**src/rtl/player_pos_tx_if.sv**
```systemverilog
// Bus bundle for player_pos_tx: position/click inputs, send strobe, UART line and status.
// master drives the request side; slave is the transmitter.
interface player_pos_tx_if;
    logic [11:0] xpos;
    logic [11:0] ypos;
    logic        click;
    logic        send;
    logic        tx;
    logic        busy;
    logic        done;

    modport master (
        output xpos, ypos, click, send,
        input  tx, busy, done
    );

    modport slave (
        input  xpos, ypos, click, send,
        output tx, busy, done
    );
endinterface

```
**src/rtl/player_pos_tx.sv**
```systemverilog
// UART 8N1 transmitter for a player position packet: A5, x[7:0], {y[3:0],x[11:8]}, y[11:4], click.
// Define PLAYER_POS_TX_CHECKSUM_EN to append an XOR checksum byte over bytes 1..4.
module player_pos_tx #(
    parameter int CLK_FREQ = 65_000_000,
    parameter int BAUD     = 115200
) (
    input  logic           clk,
    input  logic           rst,
    player_pos_tx_if.slave bus
);
    localparam int DIV   = CLK_FREQ / BAUD;
    localparam int CNT_W = (DIV > 1) ? $clog2(DIV) : 1;
    localparam logic [CNT_W-1:0] CNT_LAST = CNT_W'(DIV - 1);
`ifdef PLAYER_POS_TX_CHECKSUM_EN
    localparam logic [2:0] LAST_BYTE = 3'd5;
`else
    localparam logic [2:0] LAST_BYTE = 3'd4;
`endif

    typedef enum logic [1:0] {IDLE, START, DATA, STOP} state_t;

    state_t           state, state_n;
    logic [CNT_W-1:0] baud_cnt, baud_cnt_n;
    logic [2:0]       bit_idx, bit_idx_n;
    logic [2:0]       byte_idx, byte_idx_n;
    logic [11:0]      xpos_sh, ypos_sh;
    logic             click_sh;
    logic             tx_q, tx_n;
    logic             busy_q, busy_n;
    logic             done_q, done_n;
    logic             capture;
    logic             bit_end;
    logic [7:0]       cur_byte;

    assign bit_end = (baud_cnt == CNT_LAST);

    always_comb begin
        cur_byte = 8'hA5;
        case (byte_idx)
            3'd0:    cur_byte = 8'hA5;
            3'd1:    cur_byte = xpos_sh[7:0];
            3'd2:    cur_byte = {ypos_sh[3:0], xpos_sh[11:8]};
            3'd3:    cur_byte = ypos_sh[11:4];
            3'd4:    cur_byte = {7'd0, click_sh};
`ifdef PLAYER_POS_TX_CHECKSUM_EN
            3'd5:    cur_byte = xpos_sh[7:0] ^ {ypos_sh[3:0], xpos_sh[11:8]}
                                ^ ypos_sh[11:4] ^ {7'd0, click_sh};
`endif
            default: cur_byte = 8'hA5;
        endcase
    end

    // Next-state and registered-output logic; tx/busy/done are computed one cycle ahead
    always_comb begin
        state_n    = state;
        baud_cnt_n = baud_cnt;
        bit_idx_n  = bit_idx;
        byte_idx_n = byte_idx;
        tx_n       = tx_q;
        busy_n     = busy_q;
        done_n     = 1'b0;
        capture    = 1'b0;
        case (state)
            IDLE: begin
                // A send coinciding with the completion pulse is dropped
                if (bus.send && !done_q) begin
                    state_n    = START;
                    capture    = 1'b1;
                    baud_cnt_n = '0;
                    bit_idx_n  = 3'd0;
                    byte_idx_n = 3'd0;
                    tx_n       = 1'b0;
                    busy_n     = 1'b1;
                end
            end
            START: begin
                if (bit_end) begin
                    state_n    = DATA;
                    baud_cnt_n = '0;
                    bit_idx_n  = 3'd0;
                    tx_n       = cur_byte[0];
                end else begin
                    baud_cnt_n = baud_cnt + CNT_W'(1);
                end
            end
            DATA: begin
                if (bit_end) begin
                    baud_cnt_n = '0;
                    bit_idx_n  = bit_idx + 3'd1;
                    if (bit_idx == 3'd7) begin
                        state_n = STOP;
                        tx_n    = 1'b1;
                    end else begin
                        tx_n = cur_byte[bit_idx_n];
                    end
                end else begin
                    baud_cnt_n = baud_cnt + CNT_W'(1);
                end
            end
            STOP: begin
                if (bit_end) begin
                    baud_cnt_n = '0;
                    bit_idx_n  = 3'd0;
                    if (byte_idx == LAST_BYTE) begin
                        state_n = IDLE;
                        tx_n    = 1'b1;
                        busy_n  = 1'b0;
                        done_n  = 1'b1;
                    end else begin
                        state_n    = START;
                        byte_idx_n = byte_idx + 3'd1;
                        tx_n       = 1'b0;
                    end
                end else begin
                    baud_cnt_n = baud_cnt + CNT_W'(1);
                end
            end
            default: state_n = IDLE;
        endcase
    end

    always_ff @(posedge clk) begin
        if (rst) begin
            state    <= IDLE;
            baud_cnt <= '0;
            bit_idx  <= 3'd0;
            byte_idx <= 3'd0;
            tx_q     <= 1'b1;
            busy_q   <= 1'b0;
            done_q   <= 1'b0;
            xpos_sh  <= 12'd0;
            ypos_sh  <= 12'd0;
            click_sh <= 1'b0;
        end else begin
            state    <= state_n;
            baud_cnt <= baud_cnt_n;
            bit_idx  <= bit_idx_n;
            byte_idx <= byte_idx_n;
            tx_q     <= tx_n;
            busy_q   <= busy_n;
            done_q   <= done_n;
            if (capture) begin
                xpos_sh  <= bus.xpos;
                ypos_sh  <= bus.ypos;
                click_sh <= bus.click;
            end
        end
    end

    assign bus.tx   = tx_q;
    assign bus.busy = busy_q;
    assign bus.done = done_q;
endmodule
```
**src/flat_wrapper.sv**
```systemverilog
// flat-port wrapper written by rule: the top's interface ports become plain ports
module player_pos_tx_flat 
#(
    parameter int CLK_FREQ = 65_000_000,
    parameter int BAUD     = 115200
)
  (clk, rst, bus_xpos, bus_ypos, bus_click, bus_send, bus_tx, bus_busy, bus_done);
  player_pos_tx_if bus_i ();
  input  logic clk;
  input  logic rst;
  input wire logic [$bits(bus_i.xpos)-1:0] bus_xpos;
  input wire logic [$bits(bus_i.ypos)-1:0] bus_ypos;
  input wire logic [$bits(bus_i.click)-1:0] bus_click;
  input wire logic [$bits(bus_i.send)-1:0] bus_send;
  output wire logic [$bits(bus_i.tx)-1:0] bus_tx;
  output wire logic [$bits(bus_i.busy)-1:0] bus_busy;
  output wire logic [$bits(bus_i.done)-1:0] bus_done;
  assign bus_i.xpos = bus_xpos;
  assign bus_i.ypos = bus_ypos;
  assign bus_i.click = bus_click;
  assign bus_i.send = bus_send;
  assign bus_tx = bus_i.tx;
  assign bus_busy = bus_i.busy;
  assign bus_done = bus_i.done;
  player_pos_tx #(.CLK_FREQ(CLK_FREQ), .BAUD(BAUD)) u_core (.clk(clk), .rst(rst), .bus(bus_i));
endmodule
```
**config.mk**
```make
export PLATFORM = sky130hd
export DESIGN_NAME = player_pos_tx_flat
export DESIGN_NICKNAME = d
export VERILOG_FILES = /design/src/rtl/player_pos_tx_if.sv /design/src/rtl/player_pos_tx.sv /design/src/flat_wrapper.sv
export SDC_FILE = /design/constraint.sdc
export NUM_CORES = 1
export LEC_CHECK = 0
export CORE_MARGIN = 2
export CORE_UTILIZATION = 50
export CTS_BUF_LIST = sky130_fd_sc_hd__clkbuf_8
export CTS_CLUSTER_SIZE = 20
export DETAILED_ROUTE_END_ITERATION = 6
export PLACE_DENSITY = 0.74
export SYNTH_ARGS = -nofsm -noshare
export SYNTH_HDL_FRONTEND = slang
export SYNTH_SLANG_ARGS = --single-unit
```
**constraint.sdc**
```tcl
create_clock -name clk -period 5.1 [get_ports clk]
set_input_delay 1.275 -clock clk [delete_from_list [all_inputs] [get_ports clk]]
set_output_delay 1.275 -clock clk [all_outputs]
set_load 0.005 [all_outputs]
```
==> metrics.yaml <==
run_status:
  outcome: "finished clean"
clocking:
  cts-root-buf: "clkbuf_8"
  cts.hold.buffers_added: 0
  ctsResizeCount: 0
  post_cts_buffers: 0
  htreeDepth: 2
  cts_made_buffers: 5
  clk_path_buf_depth: 2
  cts.clk_slew.worst_paths_ns: 0.08
  cts_tree: "done"
  cts_num_sinks: 46
  clk_latency_ns: 0.30
placement:
  detailed_place_hpwl_mm: 3.72
  pre_cts_ws_ns: 2.03
  place.gp.congestion: 0.825
  port-buffer-count: 30
worst_hold_path:
  hp-start: "u_core.ypos_sh[4]"
  worstHoldPathType: "reg2reg"
pwr:
  power_leakage_nw: 1.01
  ir_drop_mv: 0.221
  p_per_area_mw_per_mm2: 385
  power_mw: 1.07
timing:
  hold_viol_final: 0
  fin_setup_tns_ns: 0
  fmaxAchievable_ghz: 0.367
  worst_pin_slew_ns: 1.09
  clock_skew_ns: 0.00715
  final-setup-viol-count: 0
  finalCriticalPeriod_ns: 2.73
  setup_slack_ns: 2.37
  drv_slew: 0
  rsz0062_at_grt: "false"
  slew_headroom: 0.271
  fin_crit_sh: 0.535
routing:
  drc_errors: 0
  vias: 2174
  wire_per_inst_um: 13.8
  routed_wl_mm: 5.17
  first_pass_iters: 4
  via_per_inst: 5.80
  dr.first_iter.drc_count: 146
  ant_nets: 0
setup_path:
  critPathCaptureType: "register"
  cp_cell_sequence: "clkdlybuf4s50_1, buf_4, nor2_1"
  critPathKind: "in2reg"
  cpMaxStageDelayCell: "clkdlybuf4s50_1"
  path_buf_inv: 2
  startpoint_type: "primary input"
  cpPeakStageDelay_ns: 1.18
  critPathMaxFanout: 31
  cpLargestDelayFamily: "buffers and inverters"
  setup.worst_path.start: "rst"
  crit_arrival_ns: 2.92
  required_ns: 5.29
  r2r-start: "u_core.state[0]"
yosys:
  netlist_instances: 298
  seq_area_frac_synth: 0.388
  synth.top_cell.area_share: 0.388
  synth_area_leaders: "dfxtp_1, nand2_1, a21oi_1, ha_1, nor2_1"
  ys_ff_latch: 46
  post_synth.cell_area_avg_um2: 7.96
  syn-cell-area_mm2: 0.00237
  synth_cell_type_count: 51
  yosysWarnings: 0
  synth_top_cell_by_area: "dfxtp_1"
  syn-num-nets: 338
job:
  cap_violations: 0
floorplanning:
  die_y_um: 72.9
  core_mm2: 0.00466
  fp-row-count: 25
  start_util: 0.509
  ioPinCount: 31
  die_x_um: 72.9
  die-area_mm2: 0.00531
global_route:
  grt_antenna_before_repair: 0
  grt_overflow: 0
  grt_pass1_vias: 1970
  grt_max_degree: 32
  grt_use_total: 0.211
  grt_pass1_wl_mm: 8.96
finish:
  drive_above_1_share: 0.0623
  final_nets: 361
  num_antenna_cells: 0
  areaGrowthSynthToFinish_pct: 16.8
==> cells in the mapped netlist (all sizes together) <==
library cell / instances
nand2: 68
dfxtp: 46
a21oi: 39
nor2: 16
clkbuf: 12
ha: 12
nand3: 12
o21ai: 12
inv: 10
a22oi: 6
a221oi: 5
nor3: 5
buf: 4
nand3b: 4
a211o: 3
a211oi: 3
a31oi: 3
a21o: 2
a311o: 2
a311oi: 2
a31o: 2
a32oi: 2
a41oi: 2
and2: 2
and3: 2
mux2i: 2
nand2b: 2
or4: 2
a2111oi: 1
a21boi: 1
a22o: 1
and4bb: 1
mux2: 1
nand4: 1
nor2b: 1
nor4: 1
o211a: 1
o211ai: 1
o2bb2ai: 1
o311a: 1
o31ai: 1
o41ai: 1
or2: 1
or3: 1
==> kinds of logic (layout without fill, tap and decap cells) <==
group	after synthesis	count (layout)	share of synthesized area
adders and majority gates	12	12	0.0633
muxes	3	3	0.0132
and+or+nand+nor	119	119	0.229
AOI/OAI and AO/OA	92	92	0.263
DFF	46	46	0.388
buffers and inverters	26	49	0.0432
==> through the flow <==
step | utilization | cells | hold slack [ns] | instance area [um^2]
3_5_place_dp | 0.577 | 368 | 0.451 | 2690
5_1_grt | 0.594 | 375 | 0.484 | 2770
3_3_place_gp | 0.577 | 368 | 0.445 | 2690
4_1_cts | 0.594 | 375 | 0.461 | 2770
6_report | 0.594 | 375 | 0.461 | 2770
2_1_floorplan | - | 298 | 0.434 | 2370
==> area by class of cell <==
type,instances,area [um^2]
Tap cell,54,67.6
Sequential cell,46,921
Clock buffer,5,68.8
Multi-Input combinational cell,226,1350
Timing Repair Buffer,32,315
Fill cell,433,1890
Clock inverter,2,11.3
Inverter,10,37.5
==> tightest hold or removal path, cell delays in order, from the launching register on <==
cell,delay (ns)
dfxtp_1,0.32
nand2_1,0.05
a21oi_1,0.05
==> placed cells by master (no fill, tap or decap), drive strengths merged, types with 2 or more instances in the layout <==
cell type,netlist,layout
nand2,68,68
dfxtp,46,46
a21oi,39,39
clkdlybuf4s50,0,30
nor2,16,16
ha,12,12
nand3,12,12
o21ai,12,12
inv,10,11
a22oi,6,6
clkbuf,12,5
nor3,5,5
a221oi,5,5
nand3b,4,4
a211oi,3,3
a31oi,3,3
a211o,3,3
nand2b,2,2
and2,2,2
and3,2,2
a21o,2,2
a41oi,2,2
a311oi,2,2
or4,2,2
a32oi,2,2
a311o,2,2
mux2i,2,2
buf,4,2
a31o,2,2
==> power by group <==
| group | total (mW) | switching [mW] | leakage, nW | internal, mW |
|---|---|---|---|---|
| clock network | 0.213 | 0.121 | 0.0414 | 0.0921 |
| logic | 0.399 | 0.239 | 0.595 | 0.160 |
| registers | 0.453 | 0.0379 | 0.376 | 0.415 |
==> per-layer routing <==
metal	routed length [um]	vias to the layer above	global-route usage
li1	-	1110	-
met1	2600	1022	0.305
met2	2360	38	0.322
met3	183	4	0.0456
met4	31	0	0.0473
met5	0	-	0
==> registers in the layout, indices dropped and copies added (netlist names), 2 cells and up <==
signal           flops
u_core.baud_cnt     10
u_core.bit_idx       3
u_core.byte_idx      3
u_core.state         2
u_core.xpos_sh      12
u_core.ypos_sh      12
==> final timing paths <==
path	endpoint	slack (ns)	cells past startpoint
min reg2reg	u_core.ypos_sh[4]	0.46	2
max	u_core.baud_cnt[2]	2.37	3
min	u_core.ypos_sh[4]	0.46	2
max reg2reg	u_core.baud_cnt[2]	3.01	6
Power figures use the tool's default switching activity.
